===== src/rtl/sprite_layer_compositor.sv =====
// rtl/sprite_layer_compositor.sv - per-pixel sprite priority scan and background qualification
// Scans N_SPRITES register channels one per cycle; the lowest hitting index wins.
module sprite_layer_compositor #(
  parameter int N_SPRITES       = 8,
  parameter int SPRITE_SIZE     = 20,
  parameter int COORD_W         = 10,
  parameter int ADDR_W          = 14,
  parameter int COLOR_W         = 9,
  parameter int INVISIBLE_COLOR = 510,
  localparam int SEL_W = (N_SPRITES > 1) ? $clog2(N_SPRITES) : 1
) (
  input  logic               clk,
  input  logic               reset,
  input  logic               start,
  input  logic [COORD_W-1:0] pixel_x,
  input  logic [COORD_W-1:0] pixel_y,
  input  logic [COLOR_W-1:0] block_color,
  output logic [SEL_W-1:0]   sprite_sel,
  input  logic [31:0]        sprite_data,
  output logic               busy,
  output logic               out_valid,
  output logic               out_is_sprite,
  output logic [SEL_W-1:0]   out_sprite_idx,
  output logic [ADDR_W-1:0]  memory_address,
  output logic               out_is_block,
  output logic [COLOR_W-1:0] out_block_color
);

  localparam int CMP_W  = ((COORD_W > 10) ? COORD_W : 10) + 1;
  localparam int CALC_W = 32;

  typedef enum logic [1:0] {IDLE, SCAN, DONE} state_t;

  state_t             state_q, state_d;
  logic [SEL_W-1:0]   sel_q, sel_d;
  logic [COORD_W-1:0] px_q, px_d, py_q, py_d;
  logic [COLOR_W-1:0] blk_q, blk_d;
  logic               hit_q, hit_d;
  logic [SEL_W-1:0]   idx_q, idx_d;
  logic [ADDR_W-1:0]  addr_q, addr_d;
  logic               res_sprite_q, res_sprite_d;
  logic [SEL_W-1:0]   res_idx_q, res_idx_d;
  logic [ADDR_W-1:0]  res_addr_q, res_addr_d;
  logic               res_block_q, res_block_d;
  logic [COLOR_W-1:0] res_color_q, res_color_d;

  logic              spr_active;
  logic [9:0]        spr_x, spr_y;
  logic [8:0]        spr_off;
  logic [CMP_W-1:0]  px_w, py_w, x_w, y_w, size_w, dx, dy;
  logic              in_x, in_y, hit_now, last_ch;
  logic [CALC_W-1:0] addr_calc;
  logic              unused_bits;

  assign spr_active  = sprite_data[31];
  assign spr_x       = sprite_data[28:19];
  assign spr_y       = sprite_data[18:9];
  assign spr_off     = sprite_data[8:0];
  assign unused_bits = ^sprite_data[30:29];

  // One extra bit keeps x+SPRITE_SIZE from wrapping back to column 0.
  assign px_w    = CMP_W'(px_q);
  assign py_w    = CMP_W'(py_q);
  assign x_w     = CMP_W'(spr_x);
  assign y_w     = CMP_W'(spr_y);
  assign size_w  = CMP_W'(SPRITE_SIZE);
  assign in_x    = (px_w >= x_w) && (px_w < x_w + size_w);
  assign in_y    = (py_w >= y_w) && (py_w < y_w + size_w);
  assign hit_now = spr_active && in_x && in_y;
  assign dx      = px_w - x_w;
  assign dy      = py_w - y_w;
  assign last_ch = (sel_q == SEL_W'(N_SPRITES - 1));

  assign addr_calc = CALC_W'(spr_off) * CALC_W'(SPRITE_SIZE * SPRITE_SIZE)
                   + CALC_W'(dy) * CALC_W'(SPRITE_SIZE) + CALC_W'(dx);

  always_comb begin
    state_d      = state_q;
    sel_d        = sel_q;
    px_d         = px_q;
    py_d         = py_q;
    blk_d        = blk_q;
    hit_d        = hit_q;
    idx_d        = idx_q;
    addr_d       = addr_q;
    res_sprite_d = res_sprite_q;
    res_idx_d    = res_idx_q;
    res_addr_d   = res_addr_q;
    res_block_d  = res_block_q;
    res_color_d  = res_color_q;
    case (state_q)
      IDLE: begin
        if (start) begin
          px_d    = pixel_x;
          py_d    = pixel_y;
          blk_d   = block_color;
          hit_d   = 1'b0;
          idx_d   = '0;
          addr_d  = '0;
          sel_d   = '0;
          state_d = SCAN;
        end
      end
      SCAN: begin
        if (hit_now && !hit_q) begin
          hit_d  = 1'b1;
          idx_d  = sel_q;
          addr_d = ADDR_W'(addr_calc);
        end
        // Results load on the way into DONE so they are visible with out_valid.
        if (last_ch) begin
          state_d      = DONE;
          sel_d        = '0;
          res_sprite_d = hit_d;
          res_idx_d    = idx_d;
          res_addr_d   = addr_d;
          res_block_d  = (blk_q != COLOR_W'(INVISIBLE_COLOR));
          res_color_d  = blk_q;
        end else begin
          sel_d = sel_q + SEL_W'(1);
        end
      end
      DONE:    state_d = IDLE;
      default: state_d = IDLE;
    endcase
  end

  always_ff @(posedge clk or posedge reset) begin
    if (reset) begin
      state_q      <= IDLE;
      sel_q        <= '0;
      px_q         <= '0;
      py_q         <= '0;
      blk_q        <= '0;
      hit_q        <= 1'b0;
      idx_q        <= '0;
      addr_q       <= '0;
      res_sprite_q <= 1'b0;
      res_idx_q    <= '0;
      res_addr_q   <= '0;
      res_block_q  <= 1'b0;
      res_color_q  <= '0;
    end else begin
      state_q      <= state_d;
      sel_q        <= sel_d;
      px_q         <= px_d;
      py_q         <= py_d;
      blk_q        <= blk_d;
      hit_q        <= hit_d;
      idx_q        <= idx_d;
      addr_q       <= addr_d;
      res_sprite_q <= res_sprite_d;
      res_idx_q    <= res_idx_d;
      res_addr_q   <= res_addr_d;
      res_block_q  <= res_block_d;
      res_color_q  <= res_color_d;
    end
  end

  assign sprite_sel      = sel_q;
  assign busy            = (state_q == SCAN);
  assign out_valid       = (state_q == DONE);
  assign out_is_sprite   = res_sprite_q;
  assign out_sprite_idx  = res_idx_q;
  assign memory_address  = res_addr_q;
  assign out_is_block    = res_block_q;
  assign out_block_color = res_color_q;

endmodule


===== config.mk =====
export PLATFORM = sky130hd
export DESIGN_NAME = sprite_layer_compositor
export DESIGN_NICKNAME = d
export VERILOG_FILES = /design/src/rtl/sprite_layer_compositor.sv
export SDC_FILE = /design/constraint.sdc
export NUM_CORES = 1
export LEC_CHECK = 0
export CORE_AREA = 5 5 151 81
export CTS_CLUSTER_DIAMETER = 200
export DETAILED_ROUTE_END_ITERATION = 16
export DIE_AREA = 0 0 156 86
export PLACE_DENSITY = 0.83
export SYNTH_ARGS = -nofsm -noshare
export SYNTH_HDL_FRONTEND = slang
export SYNTH_SLANG_ARGS = --single-unit

===== constraint.sdc =====
create_clock -name clk -period 12.1 [get_ports clk]
set_clock_uncertainty 0.15 [all_clocks]
set_input_delay 3.025 -clock clk [delete_from_list [all_inputs] [get_ports clk]]
set_output_delay 3.025 -clock clk [all_outputs]
set_load 0.02 [all_outputs]

Word-level counts from Yosys, hierarchy flattened:

Cells that the tools add are included.

* div/mod/pow operators: 0
* shift operators: 0
* reductions and logical operators: 12
* $lt $le $gt $ge: 4
* bitwise operators: 0
* multiply operators: 2
* muxes and demuxes: 14
* add/sub/neg operators: 7
* equal/unequal tests: 6

Operator list (number)
* $mux 14: 2
* $pmux 14 s2: 1
* $add 10x5->11 const B: 2
* $lt 10x11->1: 2
* $sub 10x10->11: 2
* $ge 10x10->1: 2
* $add 14x11->14: 1
* $add 14x14->14: 1
* $mul 11x3->12 const B: 1
* $pmux 3 s2: 2
* $mul 9x5->10 const B: 1
* $mux 3: 3
* $ne 9x9->1 const B: 1
* $reduce_and 2->1: 4
* $logic_and 1x1->1: 5
* $mux 2: 2
* $pmux 2 s2: 1
* $add 3x1->3 const B: 1
* $eq 3x3->1 const B: 1
* $eq 2x1->1 const B: 1
* $eq 2x2->1 const B: 1
* $logic_not 2->1: 1
* $mux 1: 2
* $ne 2x1->1 const B: 1
* other kinds (4): 4

* input bits: 64
* memory bits (read-only): 0
* memories: 0
* output and inout bits: 33
* register bits after elaboration: 80
* logic and storage cells: 58
* memory bits (writable): 0
* latch bits: 0

Logic depth before layout (Yosys ltp):

* word-level depth: 8
* gate-level depth with buffers: 26
* gate-level depth less buffers: 26

Worst setup path before layout:

No wires, ideal clock.

* kind: input -> register
* start: input port sprite_data[9]
* end: register res_addr_q[13], in the netlist memory_address[13]
* path buffers: 0
* stages: 24
* path slack: 4.597 ns
* arrival: 7.271 ns
* cell sequence: ha_1 -> inv_1 -> fa_1 -> a21o_1 -> a21oi_1 -> xnor2_1 -> ha_1 -> ha_1 -> a21o_1 -> a21oi_1 -> o21bai_1 -> a21oi_1 -> o21bai_1 -> a21oi_1 -> xnor2_1 -> ha_1 -> xor2_1 -> xnor2_1 -> xnor2_1 -> xnor2_1 -> xnor3_1 -> xnor2_1 -> nand2_1 -> a31oi_1

* word-level cells in the longest chain between the ends: 6

Ends and longest elaborated chain
* start, declared: line 19 `input logic [31:0] sprite_data,`
* parallel branches: the longest is 5 deep, another holds $add 14x14->14
* $mux 14 *: line 105 `if (hit_now && !hit_q) begin`
* end signal, assigned: line 154 `res_addr_q <= res_addr_d;`
* end, declared: line 43 `logic [ADDR_W-1:0] res_addr_q, res_addr_d;`

Every way passes the cells marked *.
A chain may end at the register's enable or synchronous reset.

Worst setup path after layout:

* start: input port sprite_data[9]
* end: register res_addr_q[12], in the netlist memory_address[12]

The elaborated chain is that of the path after synthesis.

==> flow_metrics.py <==
metrics = {
    "finish": {
        "diodes": 0,
        "multi_input_area_um2": 3920,
        "drive_gt1_frac": 0.0769,
        "final_util": 0.713,
        "layout_commonest_cell": "clkdlybuf4s50_1",
        "instances_no_fill": 886,
        "area_delta_synth_final_pct": 21.7,
        "register_area_um2": 2000,
        "nets": 899,
        "final_cell_mix": "clkdlybuf4s50_1, ha_1, dfrtp_1, inv_1, nand2_1",
        "fill_cells": 781,
    },
    "logic_synthesis": {
        "synthesis.nets": 807,
        "yosys-top-cells-area": "dfrtp_1, ha_1, xnor2_1",
        "netlist_instances": 644,
        "synth_edf_count": 0,
        "syn_area_um2": 6280,
        "synth_seq_cells": 80,
        "ys_seq_area_frac": 0.319,
        "synth.top_cell.area_share": 0.319,
        "ys_warn_count": 0,
        "ys_types": 57,
        "async_flop_share": 1.00,
        "synth_area_per_cell_um2": 9.75,
        "synth_area_leader_cell": "dfrtp_1",
        "synth-main-ff-cell": "dfrtp_1",
    },
    "clock_network": {
        "cts.sinks": 80,
        "worstSkewPairLatency_ns": 0.34,
        "numCtsBuffers": 9,
        "htree_levels": 3,
        "cts-resized-gates": 0,
        "post_cts_buffers": 0,
        "clockRootBuffer": "clkbuf_16",
        "clk_pin_slew_ns": 0.06,
        "cts_tree": "built",
        "clockBufferDepth": 2,
        "postCtsHoldBufs": 0,
    },
    "setup_path": {
        "endpoint_kind": "flop",
        "cp_max_fo": 5,
        "critPathKind": "in2reg",
        "arrival_ns": 8.47,
        "startpoint_type": "input port",
        "cp.required_ns": 12.14,
    },
    "global_route": {
        "antenna_found_initial": 0,
        "track_usage": 0.235,
        "grt_pass1_wl_mm": 25.4,
        "grt_pass1_vias": 5071,
        "overflow": 0,
        "grt_max_degree": 81,
    },
    "floorplanning": {
        "start_util": 0.586,
        "dieArea_um2": 13400,
        "rows": 27,
        "io_pins": 97,
        "fp.dieW_um": 156,
        "core_area_um2": 10700,
        "die_h_um": 86,
    },
    "detailed_routing": {
        "avgRoutedWirePerCell_um": 16.9,
        "drt-initial-drc-count": 304,
        "finalWirelength_mm": 15.0,
        "vias_per_cell": 5.62,
        "vias": 4978,
        "drc": 0,
        "drt_first_pass_iters": 5,
        "ant_nets": 0,
    },
    "sta": {
        "finalSetupViolations": 0,
        "rsz0062_at_grt": "false",
        "min_period_ns": 8.43,
        "hold_viol": 0,
        "finalSetupTns_ns": 0,
        "max_freq_mhz": 119,
        "slew_headroom": 0.336,
        "worst_pin_slew_ns": 0.997,
        "fin_crit_sh": 0.697,
        "drv_slew": 0,
    },
    "place": {
        "numPortBuffers": 94,
        "dp.cells": 870,
        "gp_congestion": 0.888,
        "place_hpwl_mm": 12.0,
    },
    "flow_run": {
        "maxCapViolations": 0,
    },
    "run_status": {
        "outcome": "finished, final reports clean",
    },
    "hold_path": {
        "worst_hold_path_type": "reg2reg",
    },
}
## final timing paths
kind,from,end,slack [ns],cells past startpoint
hold reg to reg,out_block_color[1],out_block_color[1],0.32,2
setup reg to reg,py_q[0],memory_address[12],6.36,23
min in group asynchronous,reset,blk_q[5],3.16,3
hold / removal,out_block_color[1],out_block_color[1],0.32,2
setup / recovery,sprite_data[9],memory_address[12],3.67,23
max in group asynchronous,reset,memory_address[5],7.98,3
## worst max-delay path, cell delays in order
cell and delay (ns):
clkdlybuf4s50_1 0.48, ha_1 0.23, inv_1 0.07, fa_1 0.41, a21o_1 0.18, a21oi_1 0.22, o21bai_1 0.09, a21oi_1 0.35
xnor2_1 0.24, xnor2_1 0.11, ha_1 0.34, o21ai_0 0.09, nand2b_1 0.13, xnor2_1 0.16, fa_1 0.48, inv_1 0.04
ha_1 0.24, or3_1 0.38, o21ai_0 0.13, a211oi_1 0.12, o21a_1 0.22, o311ai_1 0.57, a31oi_1 0.17
## cell type report
type	count	area share
Clock buffer	9	0.0295
Clock inverter	7	0.00786
Inverter	75	0.0370
Multi-Input combinational cell	472	0.513
Sequential cell	80	0.262
Tap cell	145	0.0238
Timing Repair Buffer	98	0.127
## cells by family (layout without fill, tap and decap cells)
| family | count (synthesis) | count (layout) | share of synthesized area |
|---|---|---|---|
| flip-flops | 80 | 80 | 0.319 |
| multiplexers | 41 | 41 | 0.0708 |
| XOR/XNOR | 51 | 51 | 0.0734 |
| AND/OR/NAND/NOR | 132 | 132 | 0.0981 |
| adder cells (fa/ha/maj) | 99 | 99 | 0.215 |
| buffers and inverters | 92 | 189 | 0.0582 |
| AO/OA/AOI/OAI | 149 | 149 | 0.165 |
## cell usage after synthesis (5+ instances only)
| library cell | number |
|---|---|
| nor2b_1 | 10 |
| o21bai_1 | 10 |
| a21oi_1 | 31 |
| xnor2_1 | 42 |
| clkbuf_1 | 10 |
| xor2_1 | 8 |
| mux2_2 | 27 |
| and2_1 | 5 |
| a21o_1 | 8 |
| fa_1 | 15 |
| dfrtp_1 | 80 |
| inv_1 | 74 |
| ha_1 | 84 |
| nand3_1 | 5 |
| nor3_1 | 10 |
| mux2i_1 | 14 |
| o21ai_0 | 40 |
| nor2_1 | 18 |
| nand2_1 | 63 |
| a32o_1 | 13 |
| nand2b_1 | 9 |
| o21a_1 | 6 |
## metrics by stage
step,setup slack (ns),hold slack [ns],instance area (µm²)
6_report,3.67,0.325,7640
5_1_grt,3.42,0.342,7640
4_1_cts,3.74,0.328,7640
3_5_place_dp,3.40,0.312,7350
3_3_place_gp,3.55,0.310,7350
2_1_floorplan,4.60,0.305,6280
## metal layers
metal  part of all wire  vias up  routed length, µm  global-route usage
li1                   -     2438                  -                   -
met1               0.50     2363               7510               0.353
met2               0.41      159               6220               0.348
met3              0.075       18               1130              0.0559
met4             0.0096        0                144              0.0469
met5                  0        -                  0                   0
## flip-flops by register name (all words and copies together) (netlist names)
register / count
hit_q: 1
state_q: 2
out_is_block: 1
out_block_color: 9
memory_address: 14
py_q: 10
idx_q: 3
out_is_sprite: 1
blk_q: 9
px_q: 10
out_sprite_idx: 3
addr_q: 14
sprite_sel: 3
Power is not shown: default switching activity piles up to over one toggle a cycle in this logic, so the estimate is an artifact.
==> edit 1 (config.mk and constraints unchanged) <==
Put a register stage on the outputs `busy` and `out_valid`, cleared by the reset. The values now appear one clock later. The other outputs are not delayed to match.
--- a/src/rtl/sprite_layer_compositor.sv
+++ b/src/rtl/sprite_layer_compositor.sv
@@ -158,8 +158,15 @@
   end
 
   assign sprite_sel      = sel_q;
-  assign busy            = (state_q == SCAN);
-  assign out_valid       = (state_q == DONE);
+  always_ff @(posedge clk or posedge reset) begin
+    if (reset) begin
+      busy      <= '0;
+      out_valid <= '0;
+    end else begin
+      busy      <= (state_q == SCAN);
+      out_valid <= (state_q == DONE);
+    end
+  end
   assign out_is_sprite   = res_sprite_q;
   assign out_sprite_idx  = res_idx_q;
   assign memory_address  = res_addr_q;
Function: changed (Yosys sat finds a counterexample within 4 cycles, from zero or initial values and one cycle with reset high).
==> edit 1 against the unedited design <==
  * Worst setup slack worse by 0.091 ns
  * Wire length grew 4.7%
  * Cell count increased by 0.23%
  * Core utilization grew 0.64 points
  * Worst hold slack lost 0.0027 ns
  * Count of clock-buffer cells in the layout up 1
  * Cell area grew 0.90%
  * Synthesized area rose by 0.80%
  * Largest cell class unchanged
  * Global-route usage is 0.50 points higher
  * Sequential cell count grew 2
  * Sequential share of layout area is 0.42 points higher
Power is not shown: default switching activity piles up to over one toggle a cycle in this logic, so the estimate is an artifact.
==> edit 1: results <==
[grt]
gr-usage-met3 = 0.0504
grt_usage = 0.241
grt_use_met1 = 0.358
grtUsageMet2 = 0.362
grt_pass1_wl_mm = 25.9
grt_max_degree = 83
top_usage_layer = "met2"
antenna_found_initial = 0

[cells_and_area]
nFillCells = 768
fin_util = 0.720
inverters = 75
seq_area_sq_um = 2050
fin_area_sq_um = 7710
buffer_area_frac = 0.126
clkbuf_count = 10
nonClockBufferCount = 98
multi_input_gates = 472
drive_gt1_frac = 0.0767
fin_nets = 901
multi_input_area_sq_um = 3920
final-clk-cell-share = 0.0395

[logic_synthesis]
ys_top_cells_by_count = "ha_1 (84), dfrtp_1 (82), inv_1 (74)"
yosysUniqueCellTypes = 57
async_flop_share = 1.00
synthesis.nets = 809
synthTopCellsByArea = "dfrtp_1 (32%), ha_1 (17%), xnor2_1 (5.8%)"
yosysSeqAreaShare = 0.324

[clocking]
htreeDepth = 3
cts_buffers = 9
ctsLongestPathBuffers = 2
clkSinkCount = 82
root_buffer = "clkbuf_16"
clk_pin_slew_worst_paths_ns = 0.06

[setup_path]
r2r-start = "py_q[0]"
worstPathArrival_ns = 8.56
rrSetupSlack_ns = 6.33
ff2ff_path_depth = 23
crit_fanout = 5

[detailed_routing]
dr_wl_met3_mm = 1.17
drt-total-wl_mm = 15.7
vias = 5102
drt_iter0_drc = 341
met1_length_mm = 7.64
drtPass1Iterations = 5
wl_met2_mm = 6.66

[placement]
routabilityCongestion = 0.897
hpwlAfterDp_mm = 12.4
dpl_cell_area_sq_um = 7400

[hold_path]
whs_path_depth = 2
holdPathEnd = "out_block_color[1]"
min-delay-start = "out_block_color[1]"

[timing]
tightest_slew_ns = 1.03

[run_status]
outcome = "finished, final reports clean"
-- edit 1: changes by cell type after synthesis --
cell,change
dfrtp_1,+2
-- edit 1: worst max path at each step --
stage,slack [ns],end,depth (start not counted),from
2_1_floorplan,4.60,memory_address[13],24,sprite_data[9]
3_3_place_gp,3.61,memory_address[13],25,sprite_data[9]
3_5_place_dp,3.35,memory_address[12],23,sprite_data[9]
4_1_cts,3.66,memory_address[12],23,sprite_data[9]
5_1_grt,3.26,memory_address[13],25,sprite_data[9]
6_report,3.58,memory_address[12],23,sprite_data[9]
-- edit 1: cell families after synthesis --
kind of cell / Yosys count / share of synthesized area
compound gates: 149 / 0.164
xor+xnor: 51 / 0.0728
fa+ha+maj: 99 / 0.214
buf+inv: 92 / 0.0577
flops: 82 / 0.324
mux: 41 / 0.0702
simple gates: 132 / 0.0973
-- edit 1: stage by stage --
step / hold WS, ns / setup slack [ns] / std cells
2_1_floorplan: 0.297 / 4.60 / 646
3_3_place_gp: 0.310 / 3.61 / 872
3_5_place_dp: 0.314 / 3.35 / 872
4_1_cts: 0.328 / 3.66 / 888
5_1_grt: 0.344 / 3.26 / 888
6_report: 0.322 / 3.58 / 888
-- edit 1: critical path, cell delays in order --
cell and delay [ns]:
clkdlybuf4s50_1 0.50, ha_1 0.23, inv_1 0.07, fa_1 0.40
a21o_1 0.19, a21oi_1 0.22, o21bai_1 0.09, a21oi_1 0.38
xnor2_1 0.19, xnor2_1 0.16, ha_1 0.34, o21ai_0 0.08
nand2b_1 0.13, xnor2_1 0.16, fa_1 0.48, inv_1 0.04
ha_1 0.25, or3_1 0.41, o21ai_0 0.18, a211oi_1 0.13
o21a_1 0.21, o311ai_1 0.51, a31oi_1 0.17
==> edit 2 (same settings) <==
Made on the original files. The parameter `ADDR_W` goes from 14 to 15.
--- a/src/rtl/sprite_layer_compositor.sv
+++ b/src/rtl/sprite_layer_compositor.sv
@@ -4,7 +4,7 @@
   parameter int N_SPRITES       = 8,
   parameter int SPRITE_SIZE     = 20,
   parameter int COORD_W         = 10,
-  parameter int ADDR_W          = 14,
+  parameter int ADDR_W          = 15,
   parameter int COLOR_W         = 9,
   parameter int INVISIBLE_COLOR = 510,
   localparam int SEL_W = (N_SPRITES > 1) ? $clog2(N_SPRITES) : 1
Interface: changed (resized memory_address); port bits go from 97 to 98. No check against the original RTL was run, so the function may have changed too.
==> edit 2 against the unedited design <==
  * Synthesized area up 6.0%
  * Count of clock-buffer cells in the layout up 1
  * Sequential cell count up 2
  * Cell area up 5.3%
  * Core utilization up 3.8 points
  * Fmax down 2.9%
  * Global-route usage up 1.1 points
  * Wire length up 7.7%
  * Synthesized cell count up 16%
  * Worst setup slack worse by 0.25 ns
Power is not shown: default switching activity piles up to over one toggle a cycle in this logic, so the estimate is an artifact.
==> edit 2: results <==
[detailed_routing]
drtPass1Iterations = 6
post_drt_wl_per_cell_um = 16.4
met1_length_mm = 7.50
vias = 5545
dr_wl_met3_mm = 1.09
wl_met2_mm = 7.31

[clocking]
clkSinkCount = 82

[placement]
pre_cts_ws_ns = 3.22
routabilityCongestion = 0.934
dp_cells = 971
hpwlAfterDp_mm = 12.7

[logic_synthesis]
ys_top_cells_by_count = "nand2_1 (127), ha_1 (89), dfrtp_1 (82)"
yosysSeqAreaShare = 0.308
synthTopCellsByArea = "dfrtp_1 (31%), ha_1 (17%), nand2_1 (7.2%)"
yosysUniqueCellTypes = 56
synthesis.nets = 913

[grt]
grtUsageMet2 = 0.400
first_global_vias = 5658
gr-usage-met3 = 0.0444

[setup_path]
worstPathArrival_ns = 8.74

[cells_and_area]
clkbuf_count = 10
final_cells = 987
multi_input_gates = 567
buffer_area_frac = 0.121
inverters = 79

[run_status]
outcome = "finished, final reports clean"
-- edit 2: changes by cell type after synthesis, moves of 5 or more --
cell / unedited run / this run
nand2b_1: 9 / 16
ha_1: 84 / 89
a32o_1: 13 / 0
o21bai_1: 10 / 3
nand3_1: 5 / 16
o21ai_0: 40 / 50
a21oi_1: 31 / 36
o21a_1: 6 / 12
nand2_1: 63 / 127
mux2_2: 27 / 16
inv_1: 74 / 79
and2_1: 5 / 12
-- edit 2: path summary, 6_finish.rpt --
check                      slack [ns]                 end  cells past startpoint               from
setup / recovery                 3.42  memory_address[14]                     28     sprite_data[9]
hold / removal                   0.33   memory_address[8]                      2  memory_address[8]
setup reg to reg                 6.16  memory_address[14]                     28            py_q[0]
hold reg to reg                  0.33   memory_address[8]                      2  memory_address[8]
max in group asynchronous        7.97             px_q[3]                      3              reset
min in group asynchronous        3.16   memory_address[8]                      3              reset
-- edit 2: worst max-delay path: stages --
cell             delay [ns]
clkdlybuf4s50_1        0.53
ha_1                   0.20
inv_1                  0.06
fa_1                   0.42
a21oi_1                0.16
o21ai_0                0.16
o21ai_0                0.19
nand2b_1               0.09
xnor2_1                0.35
xnor2_1                0.12
ha_1                   0.35
o21ai_0                0.09
nand2b_1               0.11
a21o_1                 0.18
a21oi_1                0.24
o21ai_0                0.16
xnor2_1                0.15
xnor2_1                0.24
ha_1                   0.22
xor2_1                 0.22
xnor2_1                0.17
xnor2_1                0.16
a21oi_1                0.09
nor3_1                 0.32
o21a_2                 0.22
nor3_1                 0.06
nor3b_1                0.35
o31ai_2                0.11
-- edit 2: logic make-up after synthesis --
group | count (synthesis) | share of synthesized area
simple gates | 227 | 0.155
compound gates | 149 | 0.141
fa+ha+maj | 105 | 0.214
buf+inv | 96 | 0.0581
flops | 82 | 0.308
xor+xnor | 52 | 0.0684
mux | 34 | 0.0556
